<file path="src/rtl/ifetch_prefetch_pkg.sv">
// Shared types and constants for the instruction-fetch front end.
package ifetch_prefetch_pkg;

  localparam int unsigned XLEN = 32;
  localparam logic [XLEN-1:0] NOP_INSTR = 32'h0000_0013;

  typedef struct packed {
    logic [XLEN-1:0] instr;
    logic [XLEN-1:0] pc;
  } fetch_entry_t;

  typedef logic [1:0] fetch_state_t;

  localparam fetch_state_t S_IDLE  = 2'd0;
  localparam fetch_state_t S_FETCH = 2'd1;
  localparam fetch_state_t S_STALL = 2'd2;

  // Force a byte address onto a word boundary.
  function automatic logic [XLEN-1:0] pc_align(input logic [XLEN-1:0] a);
    return a & ~XLEN'(3);
  endfunction

endpackage

</file>
<file path="src/rtl/ifetch_prefetch_if.sv">
// Fetch unit bus bundle: instruction-memory port, redirect input and decode-side stream.
interface ifetch_prefetch_if;
  import ifetch_prefetch_pkg::*;

  logic            imem_req;
  logic [XLEN-1:0] imem_addr;
  logic            imem_gnt;
  logic            imem_rvalid;
  logic [XLEN-1:0] imem_rdata;
  logic            redirect_valid;
  logic [XLEN-1:0] redirect_pc;
  logic            instr_valid;
  logic            instr_ready;
  logic [XLEN-1:0] instr;
  logic [XLEN-1:0] instr_pc;

  modport master (
    output imem_req, imem_addr,
    input  imem_gnt, imem_rvalid, imem_rdata,
    input  redirect_valid, redirect_pc,
    output instr_valid, instr, instr_pc,
    input  instr_ready
  );

  modport slave (
    input  imem_req, imem_addr,
    output imem_gnt, imem_rvalid, imem_rdata,
    output redirect_valid, redirect_pc,
    input  instr_valid, instr, instr_pc,
    output instr_ready
  );

endinterface

</file>
<file path="src/rtl/ifetch_prefetch_sync_fifo.sv">
// Synchronous FIFO with flush; head is read straight from registered storage.
module sync_fifo #(
  parameter int unsigned WIDTH = 32,
  parameter int unsigned DEPTH = 4
) (
  input  logic                       clk,
  input  logic                       rst_n,
  input  logic                       push,
  input  logic                       pop,
  input  logic                       flush,
  input  logic [WIDTH-1:0]           wdata,
  output logic [WIDTH-1:0]           rdata,
  output logic [$clog2(DEPTH+1)-1:0] count,
  output logic                       full,
  output logic                       empty
);

  localparam int unsigned PTR_W = (DEPTH > 1) ? $clog2(DEPTH) : 1;
  localparam int unsigned CNT_W = $clog2(DEPTH + 1);

  logic [WIDTH-1:0] mem_q [DEPTH];
  logic [WIDTH-1:0] mem_d [DEPTH];
  logic [PTR_W-1:0] wr_ptr_q, wr_ptr_d;
  logic [PTR_W-1:0] rd_ptr_q, rd_ptr_d;
  logic [CNT_W-1:0] count_q, count_d;
  logic             do_push, do_pop;

  function automatic logic [PTR_W-1:0] ptr_inc(input logic [PTR_W-1:0] p);
    return (p == PTR_W'(DEPTH - 1)) ? '0 : p + PTR_W'(1);
  endfunction

  // A push into a full FIFO is accepted only when a pop frees the slot that cycle.
  always_comb begin
    do_pop   = pop && (count_q != '0);
    do_push  = push && ((count_q != CNT_W'(DEPTH)) || do_pop);
    wr_ptr_d = wr_ptr_q;
    rd_ptr_d = rd_ptr_q;
    count_d  = count_q;
    mem_d    = mem_q;
    if (flush) begin
      wr_ptr_d = '0;
      rd_ptr_d = '0;
      count_d  = '0;
    end else begin
      if (do_push) begin
        mem_d[wr_ptr_q] = wdata;
        wr_ptr_d        = ptr_inc(wr_ptr_q);
      end
      if (do_pop) begin
        rd_ptr_d = ptr_inc(rd_ptr_q);
      end
      count_d = count_q + CNT_W'(do_push) - CNT_W'(do_pop);
    end
  end

  always_ff @(posedge clk or negedge rst_n) begin
    if (!rst_n) begin
      wr_ptr_q <= '0;
      rd_ptr_q <= '0;
      count_q  <= '0;
      for (int i = 0; i < int'(DEPTH); i++) begin
        mem_q[i] <= '0;
      end
    end else begin
      wr_ptr_q <= wr_ptr_d;
      rd_ptr_q <= rd_ptr_d;
      count_q  <= count_d;
      mem_q    <= mem_d;
    end
  end

  assign rdata = mem_q[rd_ptr_q];
  assign count = count_q;
  assign full  = (count_q == CNT_W'(DEPTH));
  assign empty = (count_q == '0);

endmodule

</file>
<file path="src/rtl/ifetch_prefetch.sv">
// Instruction-fetch front end: sequential fetch with credit-limited requests,
// in-order response tracking, prefetch buffering and redirect squashing.
module ifetch_prefetch
  import ifetch_prefetch_pkg::*;
#(
  parameter logic [XLEN-1:0] RESET_PC        = 32'h0000_0000,
  parameter int unsigned     FIFO_DEPTH      = 4,
  parameter int unsigned     MAX_OUTSTANDING = 2
) (
  input  logic               clk,
  input  logic               reset,
  ifetch_prefetch_if.master  bus
);

  localparam int unsigned OUT_W  = $clog2(MAX_OUTSTANDING + 1);
  localparam int unsigned FCNT_W = $clog2(FIFO_DEPTH + 1);
  localparam int unsigned SUM_W  = FCNT_W + 1;
  localparam int unsigned ENT_W  = $bits(fetch_entry_t);

  fetch_state_t    state_q, state_d;
  logic            req_q, req_d;
  logic [XLEN-1:0] fetch_pc_q, fetch_pc_d;
  logic [OUT_W-1:0] outstanding_q, outstanding_d;
  logic [OUT_W-1:0] discard_q, discard_d;

  logic             grant, rsp, redirect, credit_d;
  logic             pf_push, pf_pop, pf_full, pf_empty;
  logic [FCNT_W-1:0] pf_count, pf_count_nxt;
  fetch_entry_t     pf_in, pf_head;
  logic [XLEN-1:0]  pcq_head;
  logic [OUT_W-1:0] pcq_count;
  logic             pcq_full, pcq_empty;

  // Datapath: handshakes, counters and the credit outlook for the next cycle.
  always_comb begin
    grant         = req_q && bus.imem_gnt;
    rsp           = bus.imem_rvalid && !pcq_empty;
    redirect      = bus.redirect_valid;
    pf_pop        = !pf_empty && bus.instr_ready;
    pf_push       = rsp && (discard_q == '0) && !redirect;
    pf_in.instr   = bus.imem_rdata;
    pf_in.pc      = pcq_head;
    outstanding_d = outstanding_q + OUT_W'(grant) - OUT_W'(rsp);

    discard_d = discard_q;
    if (redirect) begin
      discard_d = outstanding_d;
    end else if (rsp && (discard_q != '0)) begin
      discard_d = discard_q - OUT_W'(1);
    end

    fetch_pc_d = fetch_pc_q;
    if (redirect) begin
      fetch_pc_d = pc_align(bus.redirect_pc);
    end else if (grant) begin
      fetch_pc_d = fetch_pc_q + XLEN'(4);
    end

    pf_count_nxt = redirect ? '0 : pf_count + FCNT_W'(pf_push) - FCNT_W'(pf_pop);
    credit_d     = (outstanding_d < OUT_W'(MAX_OUTSTANDING)) &&
                   ((SUM_W'(outstanding_d) + SUM_W'(pf_count_nxt)) < SUM_W'(FIFO_DEPTH));
  end

  // Request is registered, so it is derived from next-cycle state and credit.
  always_comb begin
    state_d = state_q;
    req_d   = 1'b0;
    case (state_q)
      S_IDLE:  state_d = S_FETCH;
      S_FETCH: if (!credit_d) state_d = S_STALL;
      S_STALL: if (credit_d) state_d = S_FETCH;
      default: state_d = S_IDLE;
    endcase
    if (redirect) begin
      state_d = S_FETCH;
    end
    req_d = (state_d == S_FETCH) && credit_d;
  end

  always_ff @(posedge clk or negedge reset) begin
    if (!reset) begin
      state_q       <= S_IDLE;
      req_q         <= 1'b0;
      fetch_pc_q    <= RESET_PC;
      outstanding_q <= '0;
      discard_q     <= '0;
    end else begin
      state_q       <= state_d;
      req_q         <= req_d;
      fetch_pc_q    <= fetch_pc_d;
      outstanding_q <= outstanding_d;
      discard_q     <= discard_d;
    end
  end

  // Addresses of granted requests, consumed in order as responses return.
  sync_fifo #(
    .WIDTH (XLEN),
    .DEPTH (MAX_OUTSTANDING)
  ) u_pc_queue (
    .clk   (clk),
    .rst_n (reset),
    .push  (grant),
    .pop   (rsp),
    .flush (1'b0),
    .wdata (fetch_pc_q),
    .rdata (pcq_head),
    .count (pcq_count),
    .full  (pcq_full),
    .empty (pcq_empty)
  );

  sync_fifo #(
    .WIDTH (ENT_W),
    .DEPTH (FIFO_DEPTH)
  ) u_prefetch (
    .clk   (clk),
    .rst_n (reset),
    .push  (pf_push),
    .pop   (pf_pop),
    .flush (redirect),
    .wdata (pf_in),
    .rdata (pf_head),
    .count (pf_count),
    .full  (pf_full),
    .empty (pf_empty)
  );

  assign bus.imem_req    = req_q;
  assign bus.imem_addr   = fetch_pc_q;
  assign bus.instr_valid = !pf_empty;
  assign bus.instr       = pf_head.instr;
  assign bus.instr_pc    = pf_head.pc;

  a_rvalid_has_request: assert property (@(posedge clk) disable iff (!reset)
    bus.imem_rvalid |-> (outstanding_q != '0));
  a_pcq_no_overflow: assert property (@(posedge clk) disable iff (!reset)
    grant |-> !pcq_full);
  a_pcq_tracks_outstanding: assert property (@(posedge clk) disable iff (!reset)
    pcq_count == outstanding_q);
  a_prefetch_no_overflow: assert property (@(posedge clk) disable iff (!reset)
    pf_push |-> (!pf_full || pf_pop));

endmodule

</file>
<file path="src/flat_wrapper.sv">
// flat-port wrapper written by rule: the top's interface ports become plain ports
module ifetch_prefetch_flat import ifetch_prefetch_pkg::*;
#(
  parameter logic [XLEN-1:0] RESET_PC        = 32'h0000_0000,
  parameter int unsigned     FIFO_DEPTH      = 4,
  parameter int unsigned     MAX_OUTSTANDING = 2
)
  (clk, reset, bus_imem_req, bus_imem_addr, bus_imem_gnt, bus_imem_rvalid, bus_imem_rdata, bus_redirect_valid, bus_redirect_pc, bus_instr_valid, bus_instr, bus_instr_pc, bus_instr_ready);
  ifetch_prefetch_if bus_i ();
  input  logic clk;
  input  logic reset;
  output wire logic [$bits(bus_i.imem_req)-1:0] bus_imem_req;
  output wire logic [$bits(bus_i.imem_addr)-1:0] bus_imem_addr;
  input wire logic [$bits(bus_i.imem_gnt)-1:0] bus_imem_gnt;
  input wire logic [$bits(bus_i.imem_rvalid)-1:0] bus_imem_rvalid;
  input wire logic [$bits(bus_i.imem_rdata)-1:0] bus_imem_rdata;
  input wire logic [$bits(bus_i.redirect_valid)-1:0] bus_redirect_valid;
  input wire logic [$bits(bus_i.redirect_pc)-1:0] bus_redirect_pc;
  output wire logic [$bits(bus_i.instr_valid)-1:0] bus_instr_valid;
  output wire logic [$bits(bus_i.instr)-1:0] bus_instr;
  output wire logic [$bits(bus_i.instr_pc)-1:0] bus_instr_pc;
  input wire logic [$bits(bus_i.instr_ready)-1:0] bus_instr_ready;
  assign bus_imem_req = bus_i.imem_req;
  assign bus_imem_addr = bus_i.imem_addr;
  assign bus_i.imem_gnt = bus_imem_gnt;
  assign bus_i.imem_rvalid = bus_imem_rvalid;
  assign bus_i.imem_rdata = bus_imem_rdata;
  assign bus_i.redirect_valid = bus_redirect_valid;
  assign bus_i.redirect_pc = bus_redirect_pc;
  assign bus_instr_valid = bus_i.instr_valid;
  assign bus_instr = bus_i.instr;
  assign bus_instr_pc = bus_i.instr_pc;
  assign bus_i.instr_ready = bus_instr_ready;
  ifetch_prefetch #(.RESET_PC(RESET_PC), .FIFO_DEPTH(FIFO_DEPTH), .MAX_OUTSTANDING(MAX_OUTSTANDING)) u_core (.clk(clk), .reset(reset), .bus(bus_i));
endmodule
</file>
<file path="config.mk">
export PLATFORM = sky130hd
export DESIGN_NAME = ifetch_prefetch_flat
export DESIGN_NICKNAME = d
export VERILOG_FILES = /design/src/rtl/ifetch_prefetch_pkg.sv /design/src/rtl/ifetch_prefetch_if.sv /design/src/rtl/ifetch_prefetch_sync_fifo.sv /design/src/rtl/ifetch_prefetch.sv /design/src/flat_wrapper.sv
export SDC_FILE = /design/constraint.sdc
export NUM_CORES = 1
export LEC_CHECK = 0
export BUFFER_PORTS_ARGS = -buffer_cell sky130_fd_sc_hd__buf_4
export CORE_MARGIN = 4
export CORE_UTILIZATION = 55
export DETAILED_ROUTE_END_ITERATION = 7
export GPL_TIMING_DRIVEN = 0
export PLACE_DENSITY = 0.71
export RECOVER_POWER = 25
export SYNTH_ARGS = -nofsm -noshare
export SYNTH_HDL_FRONTEND = slang
export SYNTH_SLANG_ARGS = --single-unit
</file>
<file path="constraint.sdc">
create_clock -name clk -period 3.7 [get_ports clk]
set_input_delay 0.37 -clock clk [delete_from_list [all_inputs] [get_ports clk]]
set_output_delay 0.37 -clock clk [all_outputs]
set_load 0.05 [all_outputs]
</file>
==> results.sh <==
export IMPL_status="finished, violations left"
export IMPL_failed_checks="capacitance limit, slew limit"
export IMPL_finalMaxSlewViolations=167
export IMPL_antennaDiodeCount=0
export IMPL_synth_seq_area_share_pct=55.1
export IMPL_cp_data_required_time_ps=3330
export IMPL_io_buffer_count=161
export IMPL_synth_top_family_by_area="multiplexers"
export IMPL_netlist_cell_type_count=50
export IMPL_route_antenna_remaining_nets=0
export IMPL_cts_tree="yes"
export IMPL_place_ws_ps=216
export IMPL_start_util_pct=56.0
export IMPL_period_share_pct=86.9
export IMPL_core_area_mm2=0.0289
export IMPL_max_cap_violations=2
export IMPL_synth_simple_area_share_pct=4.15
export IMPL_dr_pass1_iters=4
export IMPL_synth_common_cells="356 x dfrtp_1, 338 x mux2_2, 62 x mux4_2"
export IMPL_crit_arrival_ps=2840
export IMPL_vias=9633
export IMPL_synth_top_area_share_pct=55.1
export IMPL_postSynthAreaPerCell_um2=15.1
export IMPL_antenna_found_initial=0
export IMPL_grt_pass1_wl_um=56600
export IMPL_die_area_mm2=0.0322
export IMPL_io_pins=168
export IMPL_synth_area_leaders="dfrtp_1 55%, mux2_2 24%, mux4_2 8.6%"
export IMPL_synth_compound_area_share_pct=2.14
export IMPL_synthFlopType="dfrtp_1"
export IMPL_synth_adder_area_share_pct=1.41
export IMPL_gr_total_overflow=0
export IMPL_hold_path_class="input port to register"
export IMPL_finalSetupViolCount=0
export IMPL_synth_area_mm2=0.0162
export IMPL_synthCells=1070
export IMPL_areaGrowthSynthToFinish_pct=18.8
export IMPL_synth_edf_count=0
export IMPL_std_cell_rows=62
export IMPL_route_detailed_drc=0
export IMPL_dr_first_iter_drc_count=413
export IMPL_die_x_um=179
export IMPL_grt_pass1_vias=10200
export IMPL_crit_path_max_fanout=10
export IMPL_skew_ps=10.3
export IMPL_clkSinkCount=356
export IMPL_viasPerCell=5.70
export IMPL_drt_wl_total_um=34500
export IMPL_finalNetCount=1366
export IMPL_grt_setup_unrepaired="false"
export IMPL_cts_made_buffers=38
export IMPL_yosys_area_top_type="dfrtp_1"
export IMPL_start_kind="register"
export IMPL_leakagePower_nw=9.06
export IMPL_async_flop_share_pct=100
export IMPL_htreeDepth=2
export IMPL_fmax_mhz=311
export IMPL_hpwl_um=23800
export IMPL_insertion_delay_ps=520
export IMPL_synth_mux_area_share_pct=32.4
export IMPL_powerDensity_mw_per_mm2=783
export IMPL_gr_usage_all_layers_pct=21.7
export IMPL_path_clk_slew_ps=60
export IMPL_irDropWorstVdd_v=0.000704
export IMPL_dieHeight_um=179
export IMPL_hold_violations=0
export IMPL_ctsLongestPathBuffers=3
export IMPL_fin_ws_ps=486
export IMPL_post_cts_buffers=0
export IMPL_drive_gt1_share_pct=51.6
export IMPL_gp_congestion=0.826
export IMPL_ys_ff_latch=356
export IMPL_worst_slew_pin_slew_ps=2250
export IMPL_cp_end_kind="primary output"
export IMPL_yosys_warnings=0
export IMPL_path_class="register to primary output"
export IMPL_cts_root_buf="clkbuf_16"
export IMPL_maxSlewHeadroom_pct=-49.9
export IMPL_utilization_pct=66.6
export IMPL_synth_most_common_cell="dfrtp_1"
export IMPL_period_minus_slack_ps=3210
export IMPL_post_synth_xor_area_fraction_pct=1.48
export IMPL_grt_max_degree=93
export IMPL_wl_per_cell_um=20.4
-- cell usage in the layout (no fill, tap or decap), types with 3 or more instances in the layout --
cell type / netlist / layout
buf_6: 24 / 24
nor3_1: 4 / 4
buf_4: 4 / 164
mux2i_1: 4 / 4
ha_1: 15 / 15
dfrtp_1: 356 / 356
mux4_2: 62 / 62
clkinv_2: 0 / 5
inv_1: 20 / 20
buf_1: 4 / 3
a31oi_1: 16 / 16
clkbuf_2: 0 / 3
xnor2_1: 14 / 14
buf_2: 8 / 8
xor2_1: 8 / 8
or3_1: 6 / 6
mux2_2: 338 / 338
or4_1: 6 / 6
nor2_1: 29 / 29
and4_1: 3 / 3
nand4_1: 12 / 12
o31ai_1: 9 / 9
clkbuf_1: 27 / 34
nor2b_1: 4 / 4
nand3_1: 12 / 12
conb_1: 1 / 4
clkbuf_16: 0 / 41
nand2_1: 27 / 27
clkbuf_8: 0 / 13
o21ai_0: 22 / 22
nor4_1: 3 / 3
nand2_2: 4 / 4
-- power breakdown --
part	internal (mW)	total, mW	switching (mW)
logic	2.51	5.90	3.39
registers	4.86	5.40	0.537
clock network	2.27	3.74	1.47
-- flip-flops by register name, indices dropped and copies added, names as in the netlist --
signal / count
u_core.u_prefetch.mem_q: 248
u_core.u_pc_queue.mem_q: 60
u_core.bus.imem_addr: 30
u_core.u_prefetch.count: 3
u_core.discard_q: 2
u_core.outstanding_q: 2
u_core.state_q: 2
u_core.u_pc_queue.count: 2
u_core.u_prefetch.rd_ptr_q: 2
u_core.u_prefetch.wr_ptr_q: 2
u_core.bus.imem_req: 1
u_core.u_pc_queue.rd_ptr_q: 1
u_core.u_pc_queue.wr_ptr_q: 1
-- area by class of cell --
| class | count | area (um2) |
|---|---|---|
| fillers | 2185 | 9640 |
| flip-flops and latches | 356 | 8910 |
| multi-input cells | 629 | 6740 |
| repair buffers | 166 | 1290 |
| clock buffers | 61 | 1230 |
| well taps | 384 | 480 |
| plain buffers | 67 | 458 |
| inverters | 21 | 78.8 |
| clock inverters | 5 | 25.0 |
-- path summary, 6_finish.rpt --
check                                                   start  cells past startpoint  slack (ps)                            to
worst max-delay path            u_core.u_prefetch.rd_ptr_q[0]                      4         490               bus_instr_pc[6]
worst min-delay path                      bus_redirect_pc[11]                      3          70      u_core.bus.imem_addr[11]
worst max register to register     u_core.u_pc_queue.count[1]                     12         590             u_core.state_q[1]
worst min register to register    u_core.u_prefetch.mem_q[68]                      1         500   u_core.u_prefetch.mem_q[68]
max in group asynchronous                               reset                      3         820  u_core.u_prefetch.mem_q[121]
min in group asynchronous                               reset                      2         350   u_core.u_prefetch.mem_q[88]
-- repair_timing --
item / CTS / global route
endpoints found under the setup margin: 0 / 4
endpoints found under the hold margin: 46 / 0
gates resized for setup: 0 / 2
hold buffers: 1 / 0
-- logic make-up after synthesis --
family / Yosys count
flip-flops: 356
XOR/XNOR: 24
AND/OR/NAND/NOR: 124
multiplexers: 404
other: 1
AO/OA/AOI/OAI: 56
adder cells (fa/ha/maj): 17
buffers and inverters: 88
-- metrics by stage --
step,hold slack [ps],TNS [ps],instance area (um2),power [mW],instances
after global routing,62.8,0,19200,15.8,1689
after global placement,479,-400930,17900,11.3,1618
after CTS,44.6,0,19300,15.2,1689
final,65.1,0,19200,15.0,1689
after floorplan,74.4,0,16200,9.69,1073
after detailed placement,302,0,18000,11.4,1622
-- metal layers --
metal | GRT usage (%) | up-vias | wire, um
li1 | - | 4367 | -
met1 | 30.6 | 5046 | 15400
met2 | 36.1 | 178 | 17200
met3 | 3.54 | 42 | 1440
met4 | 4.91 | 0 | 525
met5 | 0 | - | 0
-- critical path: stages (launching register included) --
cell	delay [ps]
dfrtp_1	360
clkbuf_1	620
clkbuf_2	510
mux4_2	620
buf_4	220
(Power assumes the default switching activity.)
